===== config.mk =====
export PLATFORM = sky130hd
export DESIGN_NAME = fetch_stage_flat
export DESIGN_NICKNAME = d
export VERILOG_FILES = /design/src/rtl/fetch_stage_pkg.sv /design/src/rtl/fetch_stage_if.sv /design/src/rtl/fetch_stage_sat_counter.sv /design/src/rtl/fetch_stage.sv /design/src/flat_wrapper.sv
export SDC_FILE = /design/constraint.sdc
export NUM_CORES = 1
export LEC_CHECK = 0
export ABC_AREA = 1
export CAP_MARGIN = 20
export CORE_UTILIZATION = 45
export DETAILED_ROUTE_END_ITERATION = 16
export PLACE_DENSITY = 0.86
export SLEW_MARGIN = 5
export SYNTH_ARGS = -nofsm -noshare
export SYNTH_HDL_FRONTEND = slang
export SYNTH_SLANG_ARGS = --single-unit

===== constraint.sdc =====
create_clock -name clk -period 1.54 [get_ports clk]
set_input_delay 0.308 -clock clk [delete_from_list [all_inputs] [get_ports clk]]
set_output_delay 0.308 -clock clk [all_outputs]
set_load 0.03 [all_outputs]

===== src/rtl/fetch_stage_pkg.sv =====
// Shared CPU types and defaults for the fetch pipeline stage.
// Holds the fetch FSM encoding, opcode width and reset defaults.
package cpu_pkg;

  localparam int OPCODE_W = 3;
  localparam int ARQ_DEF = 16;
  localparam int RESET_PC_DEF = 0;
  localparam int CNT_W = 16;

  typedef enum logic [1:0] {
    BOOT  = 2'd0,
    RUN   = 2'd1,
    FLUSH = 2'd2
  } fetch_state_t;

endpackage


===== src/rtl/fetch_stage_if.sv =====
// Instruction-memory read bus between fetch_stage and the imem.
// master = fetch side, slave = memory side.
interface fetch_stage_if #(
  parameter int ARQ = 16
) ();

  logic [ARQ-1:0] imem_addr;
  logic           imem_rd_en;
  logic [ARQ-1:0] imem_rdata;

  modport master (
    output imem_addr,
    output imem_rd_en,
    input  imem_rdata
  );

  modport slave (
    input  imem_addr,
    input  imem_rd_en,
    output imem_rdata
  );

endinterface


===== src/rtl/fetch_stage_sat_counter.sv =====
// 16-bit saturating event counter with enable.
// Sticks at all-ones instead of wrapping.
module sat_counter
  import cpu_pkg::*;
(
  input  logic             clk,
  input  logic             rst_n,
  input  logic             en,
  output logic [CNT_W-1:0] cnt
);

  logic [CNT_W-1:0] cnt_q;
  logic [CNT_W-1:0] cnt_d;

  always_comb begin
    cnt_d = cnt_q;
    if (en && (cnt_q != '1)) begin
      cnt_d = cnt_q + CNT_W'(1);
    end
  end

  always_ff @(posedge clk or negedge rst_n) begin
    if (!rst_n) begin
      cnt_q <= '0;
    end else begin
      cnt_q <= cnt_d;
    end
  end

  assign cnt = cnt_q;

endmodule


===== src/rtl/fetch_stage.sv =====
// Instruction fetch stage: PC, IF/ID register, jump flush FSM.
// Define FETCH_PERF_CNT_EN to build the fetch/bubble counters.
module fetch_stage
  import cpu_pkg::*;
#(
  parameter int ARQ = ARQ_DEF,
  parameter logic [ARQ-1:0] RESET_PC = ARQ'(RESET_PC_DEF)
) (
  input  logic                clk,
  input  logic                rst_n,
  input  logic                pc_en,
  input  logic                stall,
  input  logic                jump_taken,
  input  logic [ARQ-1:0]      jump_target,
  fetch_stage_if.master       imem,
  output logic [ARQ-1:0]      ifid_instr,
  output logic [ARQ-1:0]      ifid_pc,
  output logic [OPCODE_W-1:0] ifid_opcode,
  output logic                ifid_valid,
  output logic [CNT_W-1:0]    fetch_cnt,
  output logic [CNT_W-1:0]    bubble_cnt
);

  fetch_state_t state_q, state_d;

  logic [ARQ-1:0] pc_q, pc_d;
  logic [ARQ-1:0] req_pc_q, req_pc_d;
  logic [ARQ-1:0] instr_q, instr_d;
  logic [ARQ-1:0] ifpc_q, ifpc_d;
  logic           valid_q, valid_d;

  logic advance;
  logic load_req;
  logic redirect;
  logic capture;

  assign advance  = pc_en & ~stall;
  assign load_req = (state_q != RUN);
  assign redirect = (state_q == RUN) & jump_taken;
  assign capture  = (state_q == RUN) & ~jump_taken & advance;

  always_ff @(posedge clk or negedge rst_n) begin
    if (!rst_n) begin
      state_q <= BOOT;
    end else begin
      state_q <= state_d;
    end
  end

  always_comb begin
    state_d = state_q;
    unique case (state_q)
      BOOT:    state_d = RUN;
      FLUSH:   state_d = RUN;
      RUN:     if (jump_taken) state_d = FLUSH;
      default: state_d = BOOT;
    endcase
  end

  // Bubbles always carry a zero instruction; ifid_pc just holds.
  always_comb begin
    pc_d     = pc_q;
    req_pc_d = req_pc_q;
    instr_d  = instr_q;
    ifpc_d   = ifpc_q;
    valid_d  = valid_q;
    unique case (1'b1)
      load_req: begin
        req_pc_d = pc_q;
        pc_d     = pc_q + ARQ'(1);
        instr_d  = '0;
        valid_d  = 1'b0;
      end
      redirect: begin
        pc_d    = jump_target;
        instr_d = '0;
        valid_d = 1'b0;
      end
      capture: begin
        instr_d  = imem.imem_rdata;
        ifpc_d   = req_pc_q;
        valid_d  = 1'b1;
        req_pc_d = pc_q;
        pc_d     = pc_q + ARQ'(1);
      end
      default: ;
    endcase
  end

  always_ff @(posedge clk or negedge rst_n) begin
    if (!rst_n) begin
      pc_q     <= RESET_PC;
      req_pc_q <= RESET_PC;
      instr_q  <= '0;
      ifpc_q   <= '0;
      valid_q  <= 1'b0;
    end else begin
      pc_q     <= pc_d;
      req_pc_q <= req_pc_d;
      instr_q  <= instr_d;
      ifpc_q   <= ifpc_d;
      valid_q  <= valid_d;
    end
  end

  // Read only when the data will be consumed so rdata holds in a stall.
  assign imem.imem_addr  = pc_q;
  assign imem.imem_rd_en = load_req | advance | jump_taken;

  assign ifid_instr  = instr_q;
  assign ifid_pc     = ifpc_q;
  assign ifid_valid  = valid_q;
  assign ifid_opcode = instr_q[ARQ-1 -: OPCODE_W];

`ifdef FETCH_PERF_CNT_EN
  logic bubble_inc;

  assign bubble_inc = load_req | redirect;

  sat_counter u_fetch_cnt (
    .clk   (clk),
    .rst_n (rst_n),
    .en    (capture),
    .cnt   (fetch_cnt)
  );

  sat_counter u_bubble_cnt (
    .clk   (clk),
    .rst_n (rst_n),
    .en    (bubble_inc),
    .cnt   (bubble_cnt)
  );
`else
  assign fetch_cnt  = '0;
  assign bubble_cnt = '0;
`endif

endmodule

===== src/flat_wrapper.sv =====
// flat-port wrapper written by rule: the top's interface ports become plain ports
module fetch_stage_flat import cpu_pkg::*;
#(
  parameter int ARQ = ARQ_DEF,
  parameter logic [ARQ-1:0] RESET_PC = ARQ'(RESET_PC_DEF)
)
  (clk, rst_n, pc_en, stall, jump_taken, jump_target, ifid_instr, ifid_pc, ifid_opcode, ifid_valid, fetch_cnt, bubble_cnt, imem_imem_addr, imem_imem_rd_en, imem_imem_rdata);
  fetch_stage_if #(.ARQ(ARQ)) imem_i ();
  input  logic clk;
  input  logic rst_n;
  input  logic pc_en;
  input  logic stall;
  input  logic jump_taken;
  input  logic [ARQ-1:0] jump_target;
  output logic [ARQ-1:0] ifid_instr;
  output logic [ARQ-1:0] ifid_pc;
  output logic [OPCODE_W-1:0] ifid_opcode;
  output logic ifid_valid;
  output logic [CNT_W-1:0] fetch_cnt;
  output logic [CNT_W-1:0] bubble_cnt;
  output wire logic [$bits(imem_i.imem_addr)-1:0] imem_imem_addr;
  output wire logic [$bits(imem_i.imem_rd_en)-1:0] imem_imem_rd_en;
  input wire logic [$bits(imem_i.imem_rdata)-1:0] imem_imem_rdata;
  assign imem_imem_addr = imem_i.imem_addr;
  assign imem_imem_rd_en = imem_i.imem_rd_en;
  assign imem_i.imem_rdata = imem_imem_rdata;
  fetch_stage #(.ARQ(ARQ), .RESET_PC(RESET_PC)) u_core (.clk(clk), .rst_n(rst_n), .pc_en(pc_en), .stall(stall), .jump_taken(jump_taken), .jump_target(jump_target), .imem(imem_i), .ifid_instr(ifid_instr), .ifid_pc(ifid_pc), .ifid_opcode(ifid_opcode), .ifid_valid(ifid_valid), .fetch_cnt(fetch_cnt), .bubble_cnt(bubble_cnt));
endmodule

## After elaboration in Yosys (flattened, before gate mapping)

Cells that the tools add are included.

| storage, ports and cells | value |
|---|---|
| register bits | 67 |
| latch bits | 0 |
| memory bits (writable) | 0 |
| memory bits (read-only) | 0 |
| memories kept | 0 |

| cells by class | value |
|---|---|
| $add $sub $neg | 1 |
| multipliers | 0 |
| div/mod/pow operators | 0 |
| magnitude comparators | 0 |
| equal/unequal tests | 4 |
| shift-type cells | 0 |
| muxes and demuxes | 5 |
| bitwise operators | 8 |
| reductions and logical operators | 6 |

Operator list:

| kind | count |
|---|---|
| $pmux 16 s2 | 2 |
| $add 16x1->16 const B | 1 |
| $reduce_or 2->1 | 3 |
| $and 1x1->1 | 4 |
| $pmux 2 s2 | 1 |
| $reduce_bool 2->1 | 2 |
| $eq 2x1->1 const B | 1 |
| $eq 2x2->1 const B | 1 |
| $logic_not 2->1 | 1 |
| $mux 2 | 1 |
| $ne 2x1->1 const B | 1 |
| $ne 2x2->1 const B | 1 |
| $not 1->1 | 2 |
| $or 1x1->1 | 2 |
| $pmux 1 s2 | 1 |

## Longest topological paths before layout

| logic depth | value |
|---|---|
| word-level depth | 5 |
| mapped depth | 10 |
| depth with buffers taken out | 10 |

## Worst setup path after synthesis

OpenSTA, ideal clock, no wires.

| timing path | value |
|---|---|
| path kind | register to register |
| from | reg u_core.pc_q[1] (netlist: u_core.imem.imem_addr[1]) |
| to | reg u_core.pc_q[10] (netlist: u_core.imem.imem_addr[10]) |
| arrival | 1.440 ns |
| data required time | 1.423 ns |
| path slack | -0.018 ns |
| stages on the path, launching flop included | 11 |
| buffers on the path | 0 |
| cell sequence | dfrtp_1 ha_1 nand3_2 inv_1 nand2_1 nor2_1 nand2_1 nand2_1 nand2_1 nand2_1 nand2_1 |

| between the ends | value |
|---|---|
| word-level cells in the longest chain between the ends | 2 |

Ends and longest elaborated chain:

| element | RTL line | text |
|---|---|---|
| start: declaration | fetch_stage.sv:26 | `logic [ARQ-1:0] pc_q, pc_d;` |
| start signal: assignment | fetch_stage.sv:98 | `pc_q <= pc_d;` |
| $add 16x1->16 | fetch_stage.sv:70, fetch_stage.sv:84 |  |
| $pmux 16 s2 | fetch_stage.sv:67 | `unique case (1'b1)` |

Every way passes these cells.
A chain may end at the register's enable or synchronous reset.

## Worst setup path after layout

| timing path | value |
|---|---|
| from | in pc_en |
| to | out imem_imem_rd_en |

| between the ends | value |
|---|---|
| word-level cells in the longest chain between the ends | 3 |

Ends and longest elaborated chain:

| element | RTL line | text |
|---|---|---|
| start: declaration | flat_wrapper.sv:11 | `input logic pc_en;` |
| $and 1x1->1 | fetch_stage.sv:37 | `assign advance = pc_en & ~stall;` |
| $or 1x1->1 (2 in series) | fetch_stage.sv:108 | `assign imem.imem_rd_en = load_req \| advance \| jump_taken;` |
| end: declaration | flat_wrapper.sv:22 | `output wire logic [$bits(imem_i.imem_rd_en)-1:0] imem_imem_rd_en;` |

Every way passes these cells.

==> flow_summary.yaml <==
logic_synthesis:
  syn_inst: 394
  synth_top_family_by_area: "simple AND/OR/NAND/NOR gates"
  synth-compound-area-share_pct: 10.4
  yosysTopAreaCellShare_pct: 49.5
  yosysSeqAreaShare_pct: 49.5
  synth_area_um2: 3380
  muxShareOfSynthArea_pct: 0
  synthTopCellsByArea: "dfrtp_1, nand2_1, buf_4, a22o_1, inv_1"
  yosysWarnings: 0
  syn_avg_cell_area_um2: 8.59
  synthAdderAreaFrac_pct: 0.370
  synth-simple-area-share_pct: 22.4
  synth_xor_area_share_pct: 1.81
  synth_top_area_cell: "dfrtp_1"
  synth_cell_type_count: 26
  synth-seq-cells: 67
worst_hold_path:
  hold_path_class: "in -> async"
finish:
  nets: 553
  instances_no_fill: 619
  area_growth_pct: 38.7
  insertedDiodeCount: 0
  final_common_cell: "nand2_1"
  fill_cells: 575
  drive_gt1_share_pct: 15.4
  fin_area_um2: 4690
  final_cell_mix: "nand2_1, dfrtp_1, dlygate4sd2_1"
clock_network:
  cts_root_buf: "clkbuf_8"
  cts_tree: "yes"
  htreeDepth: 3
  path_clk_slew_ps: 70
  cts_sinks: 67
  cts_buffers: 9
  clock_latency_ps: 350
  clockBufferDepth: 2
critical_path:
  r2r_slack_ps: 90
  startpoint_type: "input pin"
  crit_start: "pc_en"
  worstReg2RegEnd: "u_core.imem.imem_addr[5]"
  crit_path_end_kind: "output pin"
  endpoint: "imem_imem_rd_en"
  ff2ff_path_depth: 10
  crit_type: "in -> out"
  cp.arrival_ps: 1240
  rr_startpoint: "u_core.state_q[1]"
  required_ps: 1230
  cp_max_fo: 2
timing:
  setup_viol_count_final: 1
  fin_tns_setup_ps: -11.4
  finalCriticalPeriod_ps: 1550
  rsz0062_at_grt: "true"
  fin_skew_ps: 12.0
  fmax_mhz: 645
  timing.final.ws_setup_ps: -11.4
  post-route-period-util_pct: 101
  hold_viol: 0
  drv_slew: 0
  hold_ws_ps: 468
route:
  drt_iter0_markers: 229
  drc: 0
  wl_um: 8200
  wl_per_cell_um: 13.2
  vias: 2933
  antenna_left: 0
  dr.pass1.iters: 5
  viasPerCell: 4.74
global_route:
  grt_pass1_vias: 2800
  grt_usage_pct: 22.8
  grt_pass1_wl_um: 13300
  antenna_found_initial: 0
  grt.overflow.total: 0
  grt_max_degree: 32
die:
  die_w_um: 88.7
  ios: 122
  rows: 31
  core_area_um2: 7250
  start_util_pct: 46.7
  die_y_um: 88.7
  dieArea_um2: 7870
power:
  seqPwrFrac_pct: 29.5
  comb_power_share_pct: 55.4
  p_sw_share_pct: 44.6
  ir_drop_mv: 0.835
  p_int_mw: 5.33
  clkPwrFrac_pct: 15.1
  total_power_mw: 9.62
  switchingPower_mw: 4.29
  leakage_nw: 2.49
  power_density_nw_per_um2: 2050
status:
  outcome: "complete, but fails checks"
  violations: "negative setup slack"
place:
  dp.cells: 595
  placed_area_um2: 4480
  gp_congestion: 0.893
  port_buffers: 89
  dp_hpwl_um: 5890
flow_run:
  cap_violations: 0
## critical path, cell delays in order
cell             delay [ps]
clkdlybuf4s50_1         460
inv_1                    60
nor2_4                  120
inv_2                    70
nand2_4                  80
buf_6                   140
## power groups by stage
| stage | sequential (mW) | combinational (mW) | clock [mW] |
|---|---|---|---|
| floorplan | 3.91 | 2.18 | 0 |
| global placement | 2.87 | 5.23 | 0 |
| detailed placement | 2.89 | 5.41 | 0 |
| CTS | 2.84 | 5.19 | 1.46 |
| global route | 2.93 | 5.82 | 1.55 |
| finish | 2.84 | 5.33 | 1.45 |
## cells in the mapped netlist (all sizes together)
master,n
buf,46
nand3b,1
nand2,111
o21ai,37
dfrtp,67
a21oi,5
nor2,43
clkbuf,3
nand4,4
ha,1
inv,37
conb,1
xor2,6
xnor2,1
a22o,16
nand3,15
## kinds of logic (layout without fill, tap and decap cells)
family | Yosys count | count (layout)
AOI/OAI and AO/OA | 58 | 58
xor gates and xnor gates | 7 | 7
adders and majority gates | 1 | 1
buffers and inverters | 86 | 181
DFF | 67 | 67
other | 1 | 32
and+or+nand+nor | 174 | 174
## sequential cells by signal, indices dropped and copies added (netlist names)
name,count
u_core.ifid_instr,16
u_core.ifid_pc,16
u_core.imem.imem_addr,16
u_core.req_pc_q,16
u_core.state_q,2
u_core.ifid_valid,1
## worst min path at each step
stage / end / slack [ps] / cells after the start
final: u_core.req_pc_q[3] / 470 / 2
after global routing: u_core.ifid_pc[8] / 490 / 2
after CTS: u_core.req_pc_q[2] / 460 / 2
after detailed placement: u_core.ifid_pc[0] / 280 / 1
after global placement: u_core.ifid_pc[0] / 280 / 1
after floorplan: u_core.ifid_instr[0] / 10 / 0
## routing by layer
layer  share of wire, %  track usage, %  vias up
met4                2.1            8.94        0
met3                5.4            6.25       19
met5                  0               0        -
li1                   -               -     1425
met2                 50            38.0      113
met1                 42            28.1     1376
## per-stage QoR
step           setup WS, ps  utilization [%]
3_5_place_dp           -189             61.8
2_1_floorplan          5.92                -
5_1_grt               -58.5             64.7
3_3_place_gp           -112             61.8
6_report              -11.4             64.7
4_1_cts                16.0             64.1
## repair_timing
action	in CTS	in global routing
buffers inserted	2	5
resized for setup	52	5
pin swaps	2	2
endpoints found under the setup margin	50	5
endpoints found under the hold margin	18	0
hold buffers	1	0
## cell type report
type                            count  area, um2  share of cell area (%)
Inverter                           37        141                    3.01
Multi-Input combinational cell    272       1320                    28.1
Timing Repair Buffer              128       1240                    26.4
Sequential cell                    67       1680                    35.7
Clock buffer                       12        145                    3.09
Tap cell                           99        124                    2.64
Clock inverter                      4       50.0                    1.07
Power figures use the tool's default switching activity.
